File: src/rtl/midi_parser.sv
// midi_parser: byte-level MIDI decoder with running status and channel filter.
// One byte per strobe; emits a registered one-cycle event for note off/on,
// control change and pitch bend. Real-time bytes pass through untouched.
module midi_parser #(
    parameter int CHANNEL = 0,
    parameter bit OMNI    = 1'b1
) (
    input  logic       clk,
    input  logic       rst,
    input  logic       byte_valid_i,
    input  logic [7:0] byte_data_i,
    output logic       event_valid_o,
    output logic [1:0] event_type_o,
    output logic [3:0] event_channel_o,
    output logic [6:0] event_data1_o,
    output logic [6:0] event_data2_o
);

    typedef enum logic [1:0] {
        IDLE    = 2'd0,
        WAIT_D1 = 2'd1,
        WAIT_D2 = 2'd2,
        SYSEX   = 2'd3
    } state_t;

    localparam logic [3:0] CHAN_SEL = 4'(CHANNEL);

    state_t     state_q;
    logic [2:0] rs_cmd_q;   // status high nibble minus 8 (0x8 -> 0 ... 0xE -> 6)
    logic [3:0] rs_chan_q;
    logic       rs_valid_q;
    logic [6:0] d1_q;

    logic       is_status;
    logic       is_rt;
    logic       is_sys;
    logic       two_byte;
    logic       chan_ok;
    logic       emit_ok;
    logic [1:0] ev_type_d;

    // Byte classification and event decode for the currently held command
    always_comb begin
        is_status = byte_data_i[7];
        is_rt     = byte_data_i[7:3] == 5'b11111;
        is_sys    = byte_data_i[7:3] == 5'b11110;
        // Program change (0xC) and channel pressure (0xD) carry one data byte
        two_byte  = (rs_cmd_q != 3'd4) && (rs_cmd_q != 3'd5);
        chan_ok   = OMNI || (rs_chan_q == CHAN_SEL);
        // Poly pressure (0xA) parses but never produces an event
        emit_ok   = chan_ok && ((rs_cmd_q == 3'd0) || (rs_cmd_q == 3'd1) ||
                                (rs_cmd_q == 3'd3) || (rs_cmd_q == 3'd6));
        ev_type_d = 2'd3;
        case (rs_cmd_q)
            3'd0:    ev_type_d = 2'd0;
            3'd1:    ev_type_d = (byte_data_i[6:0] == 7'd0) ? 2'd0 : 2'd1;
            3'd3:    ev_type_d = 2'd2;
            default: ev_type_d = 2'd3;
        endcase
    end

    // Parser FSM with running status; event outputs are registered here
    always_ff @(posedge clk or posedge rst) begin
        if (rst) begin
            state_q         <= IDLE;
            rs_cmd_q        <= 3'd0;
            rs_chan_q       <= 4'd0;
            rs_valid_q      <= 1'b0;
            d1_q            <= 7'd0;
            event_valid_o   <= 1'b0;
            event_type_o    <= 2'd0;
            event_channel_o <= 4'd0;
            event_data1_o   <= 7'd0;
            event_data2_o   <= 7'd0;
        end else begin
            event_valid_o <= 1'b0;
            if (byte_valid_i) begin
                if (is_status) begin
                    if (is_rt) begin
                        // Real-time bytes may land anywhere; leave everything as is
                    end else if (is_sys) begin
                        rs_valid_q <= 1'b0;
                        state_q    <= (byte_data_i[2:0] == 3'd0) ? SYSEX : IDLE;
                    end else begin
                        // Channel status always restarts the message, even mid-way
                        rs_cmd_q   <= byte_data_i[6:4];
                        rs_chan_q  <= byte_data_i[3:0];
                        rs_valid_q <= 1'b1;
                        state_q    <= WAIT_D1;
                    end
                end else begin
                    case (state_q)
                        WAIT_D1: begin
                            if (rs_valid_q && two_byte) begin
                                d1_q    <= byte_data_i[6:0];
                                state_q <= WAIT_D2;
                            end
                        end
                        WAIT_D2: begin
                            state_q <= WAIT_D1;
                            if (rs_valid_q && emit_ok) begin
                                event_valid_o   <= 1'b1;
                                event_type_o    <= ev_type_d;
                                event_channel_o <= rs_chan_q;
                                event_data1_o   <= d1_q;
                                event_data2_o   <= byte_data_i[6:0];
                            end
                        end
                        default: begin
                            // IDLE and SYSEX swallow data bytes
                        end
                    endcase
                end
            end
        end
    end

endmodule

File: config.mk
export PLATFORM = sky130hd
export DESIGN_NAME = midi_parser
export DESIGN_NICKNAME = d
export VERILOG_FILES = /design/src/rtl/midi_parser.sv
export SDC_FILE = /design/constraint.sdc
export NUM_CORES = 1
export LEC_CHECK = 0
export BUFFER_PORTS_ARGS = -buffer_cell sky130_fd_sc_hd__buf_2
export CELL_PAD_IN_SITES_DETAIL_PLACEMENT = 1
export CELL_PAD_IN_SITES_GLOBAL_PLACEMENT = 2
export CORE_ASPECT_RATIO = 1.4
export CORE_MARGIN = 4
export CORE_UTILIZATION = 39
export CTS_BUF_LIST = sky130_fd_sc_hd__clkbuf_16
export DETAILED_ROUTE_END_ITERATION = 8
export PLACE_DENSITY_LB_ADDON = 0.25
export RECOVER_POWER = 50
export SYNTH_ARGS = -nofsm -noshare
export SYNTH_HDL_FRONTEND = slang
export SYNTH_SLANG_ARGS = --single-unit
File: constraint.sdc
create_clock -name clk -period 2.9 [get_ports clk]
set_input_delay 0.435 -clock clk [delete_from_list [all_inputs] [get_ports clk]]
set_output_delay 0.435 -clock clk [all_outputs]
set_load 0.01 [all_outputs]
==> results by group <==
Power and ir drop
  – Total power: 1.78 mW
  – VDD IR-drop max: 0.678 mV
  – Pleak: 0.893 nW
  – Pwr Density: between 900 and 1000 nW/um^2

Die
  – Die W: 62.0 um
  – Initial Utilization: 40.3%
  – Core region area: between 3000 and 4000 um^2
  – IO Count: 32
  – Num rows: 27
  – Die Ht: approximately 84 um
  – Die area: 5190 um^2

Clocking
  – Clock Sinks: 38
  – Later-pin clock latency in the skew report: 0.28 ns
  – CTS max path bufs: 2
  – CTS tree: done
  – Post-CTS sizing: 0
  – CTS Hold Bufs: 0
  – Num CTS Buffers: 5
  – Worst-path clk slew: 0.06 ns
  – CTS H-tree lvls: 2
  – Post-CTS Setup Bufs: 0
  – Clk root buf: clkbuf_16

Placed design
  – Port Buffers: 31
  – DP HPWL: ~2700 um
  – Gpl congestion: 0.720
  – Pre-CTS WS: about 0.89 ns

Setup path
  – CP peak stage delay: 0.47 ns
  – Crit path kind: register to register
  – Reg2reg setup slack: 1.14 ns
  – Critical Path, Cell by Cell: a211o_1 -> nor3b_4 -> mux2_2
  – Max Fanout on Critical Path: 9
  – Setup crit end: d1_q[3]$_DFFE_PP0P_
  – CP startpoint kind: register
  – Worst setup EP type: register
  – R2R Path Start: rs_cmd_q[2]$_DFFE_PP0P_
  – Crit Reg-Reg Endpoint: d1_q[3]$_DFFE_PP0P_
  – Slowest cell on crit path: dfrtp_1
  – Worst Reg-to-Reg Cells: 3
  – Arrival @ worst endpoint: 1.92 ns
  – Critical Path RT: 3.06 ns
  – Crit. Startpoint: rs_cmd_q[2]$_DFFE_PP0P_

STA
  – Worst-margin pin slew: 0.799 ns
  – Unrepaired setup endpoints after global routing: false
  – Slew Limit Fails: 0
  – PnR worst setup slack: 1.14 ns
  – Final setup violation count: 0
  – Max Clock Freq: 567 MHz
  – Hold Vio Cnt, Final: 0
  – Final critical-path share of the clock period: 60.8%
  – Worst Skew: around 0.005 ns
  – Min Tclk post-route: 1.76 ns
  – Setup TNS: 0 ns
  – Rel. slew slack: between 40% and 50%

Route
  – Pre-antenna DRT Iters: 4
  – Via Count: between 1000 and 1500
  – Drt drc: 0
  – Routed length per placed instance: 17.9 um
  – DR iter-0 viols: 26
  – Drt total wl: roughly 3500 um
  – Final ANT Viol Nets: 0
  – Detail-routed via count per cell: 5.31

Run
  – Max-cap violations: 0

Synthesis
  – Main combinational cell family by area after synthesis: multiplexers
  – Sequential area share after synthesis: between 50% and 60%
  – Compound-cell area share of the yosys netlist: 5.73%
  – Avg Cell Area, Syn: 13.6 um^2
  – Synth Area in Adders: 0%
  – Post-synthesis cell count: 117
  – Mapped cell area: 1590 um^2
  – Synth Area in Simple Gates: about a tenth
  – Synth cell types: 27
  – FF+latch count, synth: 38
  – Portion of netlist area occupied by mux cells: between 20% and 30%
  – Xor and xnor area share after synthesis: 0.549%
  – Mapped Nets: 128
  – Synth warn: 0

Outcome
  – Status: finished clean

Global routing
  – GRT overflow: 0
  – Vias in the first global route: 1277
  – Antenna violations before repair: 0
  – Global-route wire length before repair: between 6000 and 7000 um
  – Largest net degree at the start of global routing: 20
  – Total track usage: ~16%

Finish
  – Share of cells above drive strength 1: 40.9%
  – Syn-to-layout area delta: 19.8%
  – Fill cells: 429
  – Antenna Cells: 0
  – Nets: 164
  – Fin util: a little under 50%

Worst hold path
  – Hold Path Class: primary input to asynchronous set/reset pin
## state kept, by name, indices dropped and copies added, names as in the netlist, 2 cells and up
signal / cells
d1_q: 7
event_data1_o: 7
event_data2_o: 7
event_channel_o: 4
rs_chan_q: 4
rs_cmd_q: 3
event_type_o: 2
state_q: 2
## where the power goes
part / switching (mW) / internal [mW] / leakage [nW]
clock: 0.197 / 0.310 / 0.0724
sequential: 0.113 / 0.723 / 0.468
combinational: 0.206 / 0.225 / 0.352
total: 0.517 / 1.26 / 0.893
## metrics by stage
step	hold WS, ns	std cells	cell area (um^2)
after floorplan	0.477	117	1590
after global placement	0.482	189	1790
after detailed placement	0.489	189	1790
after CTS	0.224	197	1930
after global routing	0.243	197	1910
final	0.200	197	1910
## worst max-delay path, delay by kind of cell (launching register included)
kind | cells | cell delay, ns
muxes | 1 | 0.39
AOI/OAI and AO/OA | 1 | 0.38
DFF | 1 | 0.47
and+or+nand+nor | 1 | 0.41
## synth_stat cells
cell type  instances  area (um^2)
o221ai_1           2         17.5
nor2b_2            1         8.76
buf_2              2         10.0
a21oi_1            4         20.0
o21a_1             1         7.51
mux2_2            31          349
nand3_1            1         5.00
nand2_1            5         18.8
nor4_1             1         6.26
dfrtp_1           38          951
a211o_1            1         8.76
clkbuf_2           1         5.00
nor3b_4            1         18.8
nor3_1             2         10.0
inv_1              5         18.8
o211ai_1           1         7.51
o21ai_0            6         30.0
xor2_1             1         8.76
and2b_1            1         7.51
nor2b_1            1         6.26
buf_6              1         11.3
or2_2              1         6.26
nor2_1             3         11.3
nand4_1            2         12.5
and3_2             1         7.51
nand2b_1           2         12.5
nand3_4            1         17.5
## routing by layer
layer  GRT usage, %  wire [um]  share of wire (%)
met5              0          0                  0
met1           18.3       1310                 37
met3           4.33        120                3.4
met4           4.63         53                1.5
met2           29.1       2040                 58
## kinds of logic after synthesis
logic type	count (synthesis)
XOR/XNOR	1
multiplexers	31
AND/OR/NAND/NOR	23
buffers and inverters	9
AO/OA/AOI/OAI	15
flip-flops	38
## worst min-delay path by stage
stage	slack (ns)	endpoint	cells past startpoint	from
after floorplan	0.48	event_channel_o[0]$_DFFE_PP0P_	1	rs_chan_q[0]$_DFFE_PP0P_
after global placement	0.48	event_data1_o[5]$_DFFE_PP0P_	1	event_data1_o[5]$_DFFE_PP0P_
after detailed placement	0.49	event_data1_o[5]$_DFFE_PP0P_	1	event_data1_o[5]$_DFFE_PP0P_
after CTS	0.22	d1_q[2]$_DFFE_PP0P_	2	rst
after global routing	0.24	d1_q[2]$_DFFE_PP0P_	2	rst
final	0.20	d1_q[2]$_DFFE_PP0P_	2	rst
## cell usage in the layout (no fill, tap or decap)
master	netlist	final
a211o_1	1	1
a21oi_1	4	4
and2b_1	1	1
and3_2	1	1
buf_2	2	21
clkbuf_1	0	12
clkbuf_16	0	5
clkinv_1	0	1
clkinv_2	0	1
dfrtp_1	38	38
inv_1	5	6
mux2_2	31	31
nand2_1	5	5
nand2b_1	2	2
nand3_1	1	1
nand3_4	1	1
nand4_1	2	2
nor2_1	3	3
nor2b_1	1	1
nor2b_2	1	1
nor3_1	2	2
nor3b_4	1	1
nor4_1	1	1
o211ai_1	1	1
o21a_1	1	1
o21ai_0	6	6
o221ai_1	2	2
or2_2	1	1
xor2_1	1	1
## area by class of cell
cell class                      count  area [um^2]  area share, %
Clock buffer                        5          125           6.55
Clock inverter                      3         12.5          0.655
Inverter                            5         18.8          0.983
Timing Repair Buffer               33          150           7.86
Multi-Input combinational cell     70          598           31.3
Sequential cell                    38          951           49.8
Tap cell                           43         53.8           2.82
(Power assumes the default switching activity.)
